$ cat src/rtl/kbd_scan_decoder_pkg.sv
// Shared constants for the PS/2 set-2 scancode decoder: scancode bytes,
// prefix-state encoding and the default FIFO depth.
package kbd_pkg;

    localparam logic [7:0] SC_BREAK  = 8'hF0;
    localparam logic [7:0] SC_EXT    = 8'hE0;
    localparam logic [7:0] SC_PAUSE  = 8'hE1;
    localparam logic [7:0] SC_LSHIFT = 8'h12;
    localparam logic [7:0] SC_RSHIFT = 8'h59;
    localparam logic [7:0] SC_CAPS   = 8'h58;
    localparam logic [7:0] SC_BAT    = 8'hAA;
    localparam logic [7:0] SC_ACK    = 8'hFA;
    localparam logic [7:0] SC_RESEND = 8'hFE;
    localparam logic [7:0] SC_ECHO   = 8'hEE;
    localparam logic [7:0] SC_ERR0   = 8'h00;
    localparam logic [7:0] SC_ERR1   = 8'hFF;

    localparam int unsigned KBD_FIFO_DEPTH = 4;

    typedef enum logic [1:0] {
        ST_IDLE    = 2'd0,
        ST_BRK     = 2'd1,
        ST_EXT     = 2'd2,
        ST_EXT_BRK = 2'd3
    } kbd_state_e;

    // Keyboard/protocol control bytes: never produce output, always return to IDLE.
    function automatic logic is_ctrl(input logic [7:0] b);
        return (b == SC_BAT) || (b == SC_ACK) || (b == SC_RESEND) ||
               (b == SC_ECHO) || (b == SC_ERR0) || (b == SC_ERR1);
    endfunction

endpackage

$ cat src/rtl/kbd_scan_decoder_rom.sv
// Combinational set-2 make-code to US-layout ASCII table.
module kbd_ascii_rom (
    input  logic [7:0] code,
    input  logic       shift,
    input  logic       caps,
    input  logic       ext,
    output logic [7:0] ascii,
    output logic       valid
);

    logic [7:0]  lc;
    logic [15:0] sym;
    logic [7:0]  fix;

    always_comb begin
        lc = '0;
        unique case (code)
            8'h1C: lc = 8'h61;  8'h32: lc = 8'h62;  8'h21: lc = 8'h63;
            8'h23: lc = 8'h64;  8'h24: lc = 8'h65;  8'h2B: lc = 8'h66;
            8'h34: lc = 8'h67;  8'h33: lc = 8'h68;  8'h43: lc = 8'h69;
            8'h3B: lc = 8'h6A;  8'h42: lc = 8'h6B;  8'h4B: lc = 8'h6C;
            8'h3A: lc = 8'h6D;  8'h31: lc = 8'h6E;  8'h44: lc = 8'h6F;
            8'h4D: lc = 8'h70;  8'h15: lc = 8'h71;  8'h2D: lc = 8'h72;
            8'h1B: lc = 8'h73;  8'h2C: lc = 8'h74;  8'h3C: lc = 8'h75;
            8'h2A: lc = 8'h76;  8'h1D: lc = 8'h77;  8'h22: lc = 8'h78;
            8'h35: lc = 8'h79;  8'h1A: lc = 8'h7A;
            default: lc = '0;
        endcase
    end

    // {unshifted, shifted} glyph pairs; caps does not affect these.
    always_comb begin
        sym = '0;
        unique case (code)
            8'h16: sym = 16'h3121;  8'h1E: sym = 16'h3240;  8'h26: sym = 16'h3323;
            8'h25: sym = 16'h3424;  8'h2E: sym = 16'h3525;  8'h36: sym = 16'h365E;
            8'h3D: sym = 16'h3726;  8'h3E: sym = 16'h382A;  8'h46: sym = 16'h3928;
            8'h45: sym = 16'h3029;  8'h0E: sym = 16'h607E;  8'h4E: sym = 16'h2D5F;
            8'h55: sym = 16'h3D2B;  8'h54: sym = 16'h5B7B;  8'h5B: sym = 16'h5D7D;
            8'h5D: sym = 16'h5C7C;  8'h4C: sym = 16'h3B3A;  8'h52: sym = 16'h2722;
            8'h41: sym = 16'h2C3C;  8'h49: sym = 16'h2E3E;  8'h4A: sym = 16'h2F3F;
            default: sym = '0;
        endcase
    end

    always_comb begin
        fix = '0;
        unique case (code)
            8'h29: fix = 8'h20;
            8'h5A: fix = 8'h0D;
            8'h66: fix = 8'h08;
            8'h0D: fix = 8'h09;
            8'h76: fix = 8'h1B;
            default: fix = '0;
        endcase
    end

    always_comb begin
        ascii = '0;
        valid = 1'b0;
        if (ext) begin
            if (code == 8'h4A) begin
                ascii = 8'h2F;
                valid = 1'b1;
            end else if (code == 8'h5A) begin
                ascii = 8'h0D;
                valid = 1'b1;
            end
        end else if (lc != '0) begin
            ascii = (shift ^ caps) ? (lc - 8'h20) : lc;
            valid = 1'b1;
        end else if (sym != '0) begin
            ascii = shift ? sym[7:0] : sym[15:8];
            valid = 1'b1;
        end else if (fix != '0) begin
            ascii = fix;
            valid = 1'b1;
        end
    end

endmodule

$ cat src/rtl/kbd_scan_decoder.sv
// PS/2 set-2 scancode decoder: prefix FSM, modifier tracking, ASCII
// translation and a first-word fall-through output FIFO.
module kbd_scan_decoder
    import kbd_pkg::*;
#(
    parameter int unsigned FIFO_DEPTH = KBD_FIFO_DEPTH,
    parameter int unsigned PTR_W      = $clog2(FIFO_DEPTH)
) (
    input  logic       clk,
    input  logic       rst,
    input  logic       kbd_rda,
    input  logic [7:0] kbd_databus,
    output logic       ascii_rdy,
    output logic [7:0] ascii_data,
    input  logic       ascii_ack,
    output logic       overflow,
    output logic       caps_on
);

    localparam logic [PTR_W:0] DEPTH_C = (PTR_W + 1)'(FIFO_DEPTH);

    kbd_state_e state_q, state_d;
    logic       make_s, brk_s, ext_s;
    logic       shift_l_q, shift_r_q, caps_q;
    logic [7:0] rom_ascii;
    logic       rom_valid;

    logic [7:0]       mem_q [FIFO_DEPTH];
    logic [PTR_W-1:0] wr_ptr_q, rd_ptr_q;
    logic [PTR_W:0]   count_q;
    logic             overflow_q;
    logic             push, pop, full, wr_en;

    always_ff @(posedge clk or negedge rst) begin
        if (!rst) state_q <= ST_IDLE;
        else      state_q <= state_d;
    end

    always_comb begin
        state_d = state_q;
        if (kbd_rda) begin
            if (is_ctrl(kbd_databus)) begin
                state_d = ST_IDLE;
            end else begin
                unique case (state_q)
                    ST_IDLE:
                        if (kbd_databus == SC_BREAK)    state_d = ST_BRK;
                        else if (kbd_databus == SC_EXT) state_d = ST_EXT;
                        else                            state_d = ST_IDLE;
                    ST_EXT:
                        state_d = (kbd_databus == SC_BREAK) ? ST_EXT_BRK : ST_IDLE;
                    default:
                        state_d = ST_IDLE;
                endcase
            end
        end
    end

    always_comb begin
        make_s = 1'b0;
        brk_s  = 1'b0;
        ext_s  = 1'b0;
        if (kbd_rda && !is_ctrl(kbd_databus)) begin
            unique case (state_q)
                ST_IDLE:
                    make_s = (kbd_databus != SC_BREAK) && (kbd_databus != SC_EXT) &&
                             (kbd_databus != SC_PAUSE);
                ST_EXT: begin
                    make_s = (kbd_databus != SC_BREAK);
                    ext_s  = 1'b1;
                end
                ST_BRK:  brk_s = 1'b1;
                default: ;
            endcase
        end
    end

    // Modifiers only react to non-extended codes, so E0-prefixed fake shifts fall through.
    always_ff @(posedge clk or negedge rst) begin
        if (!rst) begin
            shift_l_q <= 1'b0;
            shift_r_q <= 1'b0;
            caps_q    <= 1'b0;
        end else if (!ext_s) begin
            if (make_s && kbd_databus == SC_LSHIFT) shift_l_q <= 1'b1;
            if (brk_s  && kbd_databus == SC_LSHIFT) shift_l_q <= 1'b0;
            if (make_s && kbd_databus == SC_RSHIFT) shift_r_q <= 1'b1;
            if (brk_s  && kbd_databus == SC_RSHIFT) shift_r_q <= 1'b0;
            if (make_s && kbd_databus == SC_CAPS)   caps_q    <= ~caps_q;
        end
    end

    kbd_ascii_rom u_rom (
        .code  (kbd_databus),
        .shift (shift_l_q | shift_r_q),
        .caps  (caps_q),
        .ext   (ext_s),
        .ascii (rom_ascii),
        .valid (rom_valid)
    );

    assign push  = make_s & rom_valid;
    assign pop   = ascii_ack & (count_q != '0);
    assign full  = (count_q == DEPTH_C);
    assign wr_en = push & (~full | pop);

    always_ff @(posedge clk or negedge rst) begin
        if (!rst) begin
            for (int unsigned i = 0; i < FIFO_DEPTH; i++) mem_q[i] <= '0;
            wr_ptr_q   <= '0;
            rd_ptr_q   <= '0;
            count_q    <= '0;
            overflow_q <= 1'b0;
        end else begin
            if (wr_en) begin
                mem_q[wr_ptr_q] <= rom_ascii;
                wr_ptr_q        <= wr_ptr_q + 1'b1;
            end
            if (pop) rd_ptr_q <= rd_ptr_q + 1'b1;
            if (wr_en && !pop)      count_q <= count_q + 1'b1;
            else if (!wr_en && pop) count_q <= count_q - 1'b1;
            if (push && full && !pop) overflow_q <= 1'b1;
        end
    end

    assign ascii_rdy  = (count_q != '0);
    assign ascii_data = mem_q[rd_ptr_q];
    assign overflow   = overflow_q;
    assign caps_on    = caps_q;

endmodule

$ cat config.mk
export PLATFORM = sky130hd
export DESIGN_NAME = kbd_scan_decoder
export DESIGN_NICKNAME = d
export VERILOG_FILES = /design/src/rtl/kbd_scan_decoder_pkg.sv /design/src/rtl/kbd_scan_decoder_rom.sv /design/src/rtl/kbd_scan_decoder.sv
export SDC_FILE = /design/constraint.sdc
export NUM_CORES = 1
export LEC_CHECK = 0
export ABC_AREA = 1
export BUFFER_PORTS_ARGS = -buffer_cell sky130_fd_sc_hd__buf_2
export CORE_MARGIN = 8
export CORE_UTILIZATION = 45
export CTS_CLUSTER_SIZE = 40
export DETAILED_ROUTE_END_ITERATION = 8
export PLACE_DENSITY = 0.66
export RECOVER_POWER = 50
export SLEW_MARGIN = 5
export SYNTH_ARGS = -nofsm -noshare
export SYNTH_HDL_FRONTEND = slang
export SYNTH_SLANG_ARGS = --single-unit
$ cat constraint.sdc
create_clock -name clk -period 2.5 [get_ports clk]
set_clock_uncertainty 0.05 [all_clocks]
set_input_delay 0.25 -clock clk [delete_from_list [all_inputs] [get_ports clk]]
set_output_delay 0.25 -clock clk [all_outputs]
set_load 0.03 [all_outputs]
==> flow_summary.json <==
{
  "outcome": "complete, but fails checks",
  "violations": "negative setup slack",
  "viasPerCell": 5.304,
  "slowest_stage": "fa_2",
  "setup_tns_ns": -0.1761,
  "fin_util_pct": 69.50,
  "worstReg2RegStart": "state_q[1]",
  "rrSetupSlack_ns": 0.30,
  "fp.dieH_um": 106.7,
  "slowest_delay_ns": 0.34,
  "synth_area_mm2": 0.003705,
  "vdd_drop_max_v": 0.0003367,
  "yosysWarningCount": 0,
  "cp_max_fo": 6,
  "grt_pass1_vias": 4628,
  "grt_pass1_wl_um": 22460,
  "track_usage_pct": 24.19,
  "powerDensity_mw_per_mm2": 654.0,
  "maxCapViolCount": 0,
  "antenna_cells": 0,
  "die_x_um": 106.7,
  "clkTransAtPathRegs_ns": 0.09,
  "dp_hpwl_um": 10500,
  "hold_class": "in -> async",
  "ys_ff_latch": 45,
  "place_congestion": 1.007,
  "syn-num-nets": 624,
  "area_growth_pct": 51.81,
  "yosys.cell_types.count": 31,
  "io_pins": 23,
  "cts.path.max_buffers": 2,
  "num_vias": 4625,
  "seq_area_frac_synth_pct": 30.40,
  "clock_sink_count": 45,
  "p_leak_nw": 3.068,
  "wl_per_cell_um": 15.77,
  "antenna_found_initial": 0,
  "worstSetupStartpointType": "primary input",
  "crit_start": "kbd_databus[1]",
  "clock_latency_ns": 0.30,
  "required_ns": 2.64,
  "cts_hold_buf": 0,
  "synth.avg_cell_area_um2": 6.206,
  "final_nets": 793,
  "ant_nets": 0,
  "coreArea_mm2": 0.008093,
  "rows": 33,
  "slew_headroom_pct": 26.51,
  "cts_inserted_buffers": 5,
  "synth_top_area_share_pct": 30.40,
  "start_util_pct": 45.78,
  "grt_max_degree": 46,
  "worstReg2RegEnd": "count_q[2]",
  "yosys.area.top_type": "dfrtp_1",
  "cts_tree": "done",
  "clock.fmax_mhz": 386.1,
  "yosys-top-cells-area": "dfrtp_1 30%, nand2_1 21%, nand3_1 12%",
  "num-fill-cells": 677,
  "rsz0062_at_grt": "yes",
  "finalHoldViolations": 0,
  "worstRegToRegCells": 12,
  "drtIter0Drc": 263,
  "drive_gt1_share_pct": 36.51,
  "worstPathArrival_ns": 2.73,
  "drcViolationCount": 0,
  "dr.pass1.iters": 4,
  "htreeDepth": 2,
  "report.final.slew_viol_count": 0,
  "dieArea_mm2": 0.01139,
  "cp-end-kind": "register",
  "netlist_instances": 597,
  "portBuffers": 22,
  "fin_crit_ns": 2.590,
  "worstMarginPinSlew_ns": 1.102,
  "wl_um": 13750,
  "overflow": 0,
  "crit_chain": "buf_8 -> clkinvlp_4 -> ha_4 -> buf_6 -> nand2_4 -> o21a_1 -> nand3_2 -> nor2_2 -> nand2_2 -> nor2_4 -> inv_4 -> nand3_4 -> nand3_4 -> nor2_4 -> ha_4 -> inv_2 -> fa_2 -> a21oi_2 -> o21ai_1 -> xor2_1",
  "cts_root_buf": "clkbuf_8",
  "layout_setup_ws_ns": -0.08975,
  "fin_crit_sh_pct": 103.6,
  "setup_violations": 2,
  "criticalPathCategory": "in -> reg"
}
[final cells by class]
type	count	area (um2)	area share, %
inverters	50	193.9	3.448
repair buffers	178	1344	23.89
well taps	105	131.4	2.336
clock inverters	2	37.54	0.6674
flip-flops and latches	45	1126	20.02
clock buffers	6	82.58	1.468
multi-input cells	486	2709	48.16
[per-layer routing]
| metal | wire [um] | global-route usage, % |
|---|---|---|
| met3 | 536 | 2.280 |
| met2 | 7116 | 44.89 |
| met4 | 505 | 10.95 |
| met1 | 5590 | 27.28 |
| met5 | 0 | 0 |
[what timing repair did]
| action | in CTS | in global routing |
|---|---|---|
| setup endpoints to repair | 2 | 34 |
| gates cloned | 0 | 0 |
| gates resized for setup | 68 | 37 |
| setup buffers | 22 | 5 |
| pin swaps | 42 | 25 |
[power breakdown]
group          switching [mW]  total, mW  leakage (nW)  internal [mW]
Clock                   0.257      0.582        0.0574          0.325
Sequential              0.186       1.19         0.596           1.00
Combinational            1.20       1.91          2.41          0.712
Total                    1.64       3.68          3.07           2.04
[cell usage after synthesis]
| cell | n |
|---|---|
| nor2_2 | 2 |
| buf_4 | 6 |
| nor2_1 | 78 |
| o22ai_1 | 9 |
| nor3_4 | 1 |
| clkbuf_1 | 8 |
| buf_2 | 2 |
| nand3_1 | 90 |
| o21bai_1 | 1 |
| mux2_2 | 1 |
| ha_1 | 14 |
| nand3_2 | 1 |
| fa_1 | 1 |
| dfrtp_1 | 45 |
| inv_2 | 6 |
| nand2_2 | 1 |
| nand4_1 | 12 |
| a21oi_1 | 15 |
| o21ai_0 | 32 |
| nand2_1 | 204 |
| a31oi_1 | 1 |
| xnor2_1 | 2 |
| nor2_4 | 3 |
| o21ai_1 | 1 |
| nand3b_1 | 1 |
| xor2_1 | 3 |
| o32ai_1 | 1 |
| nor4_1 | 1 |
| o21a_1 | 2 |
| inv_1 | 44 |
| nor3_1 | 9 |
[how the worst max path moves through the flow]
stage	slack [ns]	cells after the start	to
finish	-0.09	20	count_q[2]
global route	-0.26	18	count_q[2]
CTS	-0.03	18	count_q[1]
detailed placement	-0.50	17	count_q[1]
global placement	-0.47	19	count_q[2]
floorplan	-0.43	20	count_q[1]
[through the flow]
step	setup WS (ns)	instance area, um2	hold WS [ns]	power (mW)	instances
after global placement	-0.4740	4906	0.3979	2.888	838
after floorplan	-0.4314	3781	-0.09559	2.344	597
after detailed placement	-0.5019	4906	0.4041	2.946	838
final	-0.08975	5624	0.09207	3.678	872
after CTS	-0.03192	5448	0.08564	3.625	868
after global routing	-0.2566	5624	0.1333	3.931	872
[critical path, delay by kind of cell]
family                   cells  cell delay [ns]
adder cells (fa/ha/maj)      3             0.73
AND/OR/NAND/NOR              8             0.84
XOR/XNOR                     1             0.14
AO/OA/AOI/OAI                3             0.31
buffers and inverters        5             0.46
[flip-flops by register name, summed over array words and instances, names as in the netlist]
name and flops:
mem_q 32, shift_l_q 1, rd_ptr_q 2, shift_r_q 1, count_q 3, overflow 1, wr_ptr_q 2, state_q 2
caps_on 1
[layout by cell type, fill, tap and decap left out, types with 8 or more instances in the layout]
| master | Yosys | routed |
|---|---|---|
| buf_4 | 6 | 142 |
| nor3_1 | 9 | 9 |
| buf_6 | 0 | 14 |
| o22ai_1 | 9 | 9 |
| inv_1 | 44 | 36 |
| o21ai_0 | 32 | 28 |
| nand4_1 | 12 | 12 |
| nor2_1 | 78 | 65 |
| inv_2 | 6 | 12 |
| nand2_2 | 1 | 18 |
| nor2_4 | 3 | 10 |
| nor2_2 | 2 | 8 |
| buf_2 | 2 | 20 |
| nand3_1 | 90 | 69 |
| nand2_1 | 204 | 183 |
| dfrtp_1 | 45 | 45 |
| nand3_2 | 1 | 18 |
| a21oi_1 | 15 | 10 |
[kinds of logic after synthesis]
kind of cell	share of synthesized area (%)
compound gates	9.017
xor+xnor	1.182
mux	0.3039
fa+ha+maj	5.269
simple gates	46.47
flops	30.40
buf+inv	7.362
(Power assumes the default switching activity.)
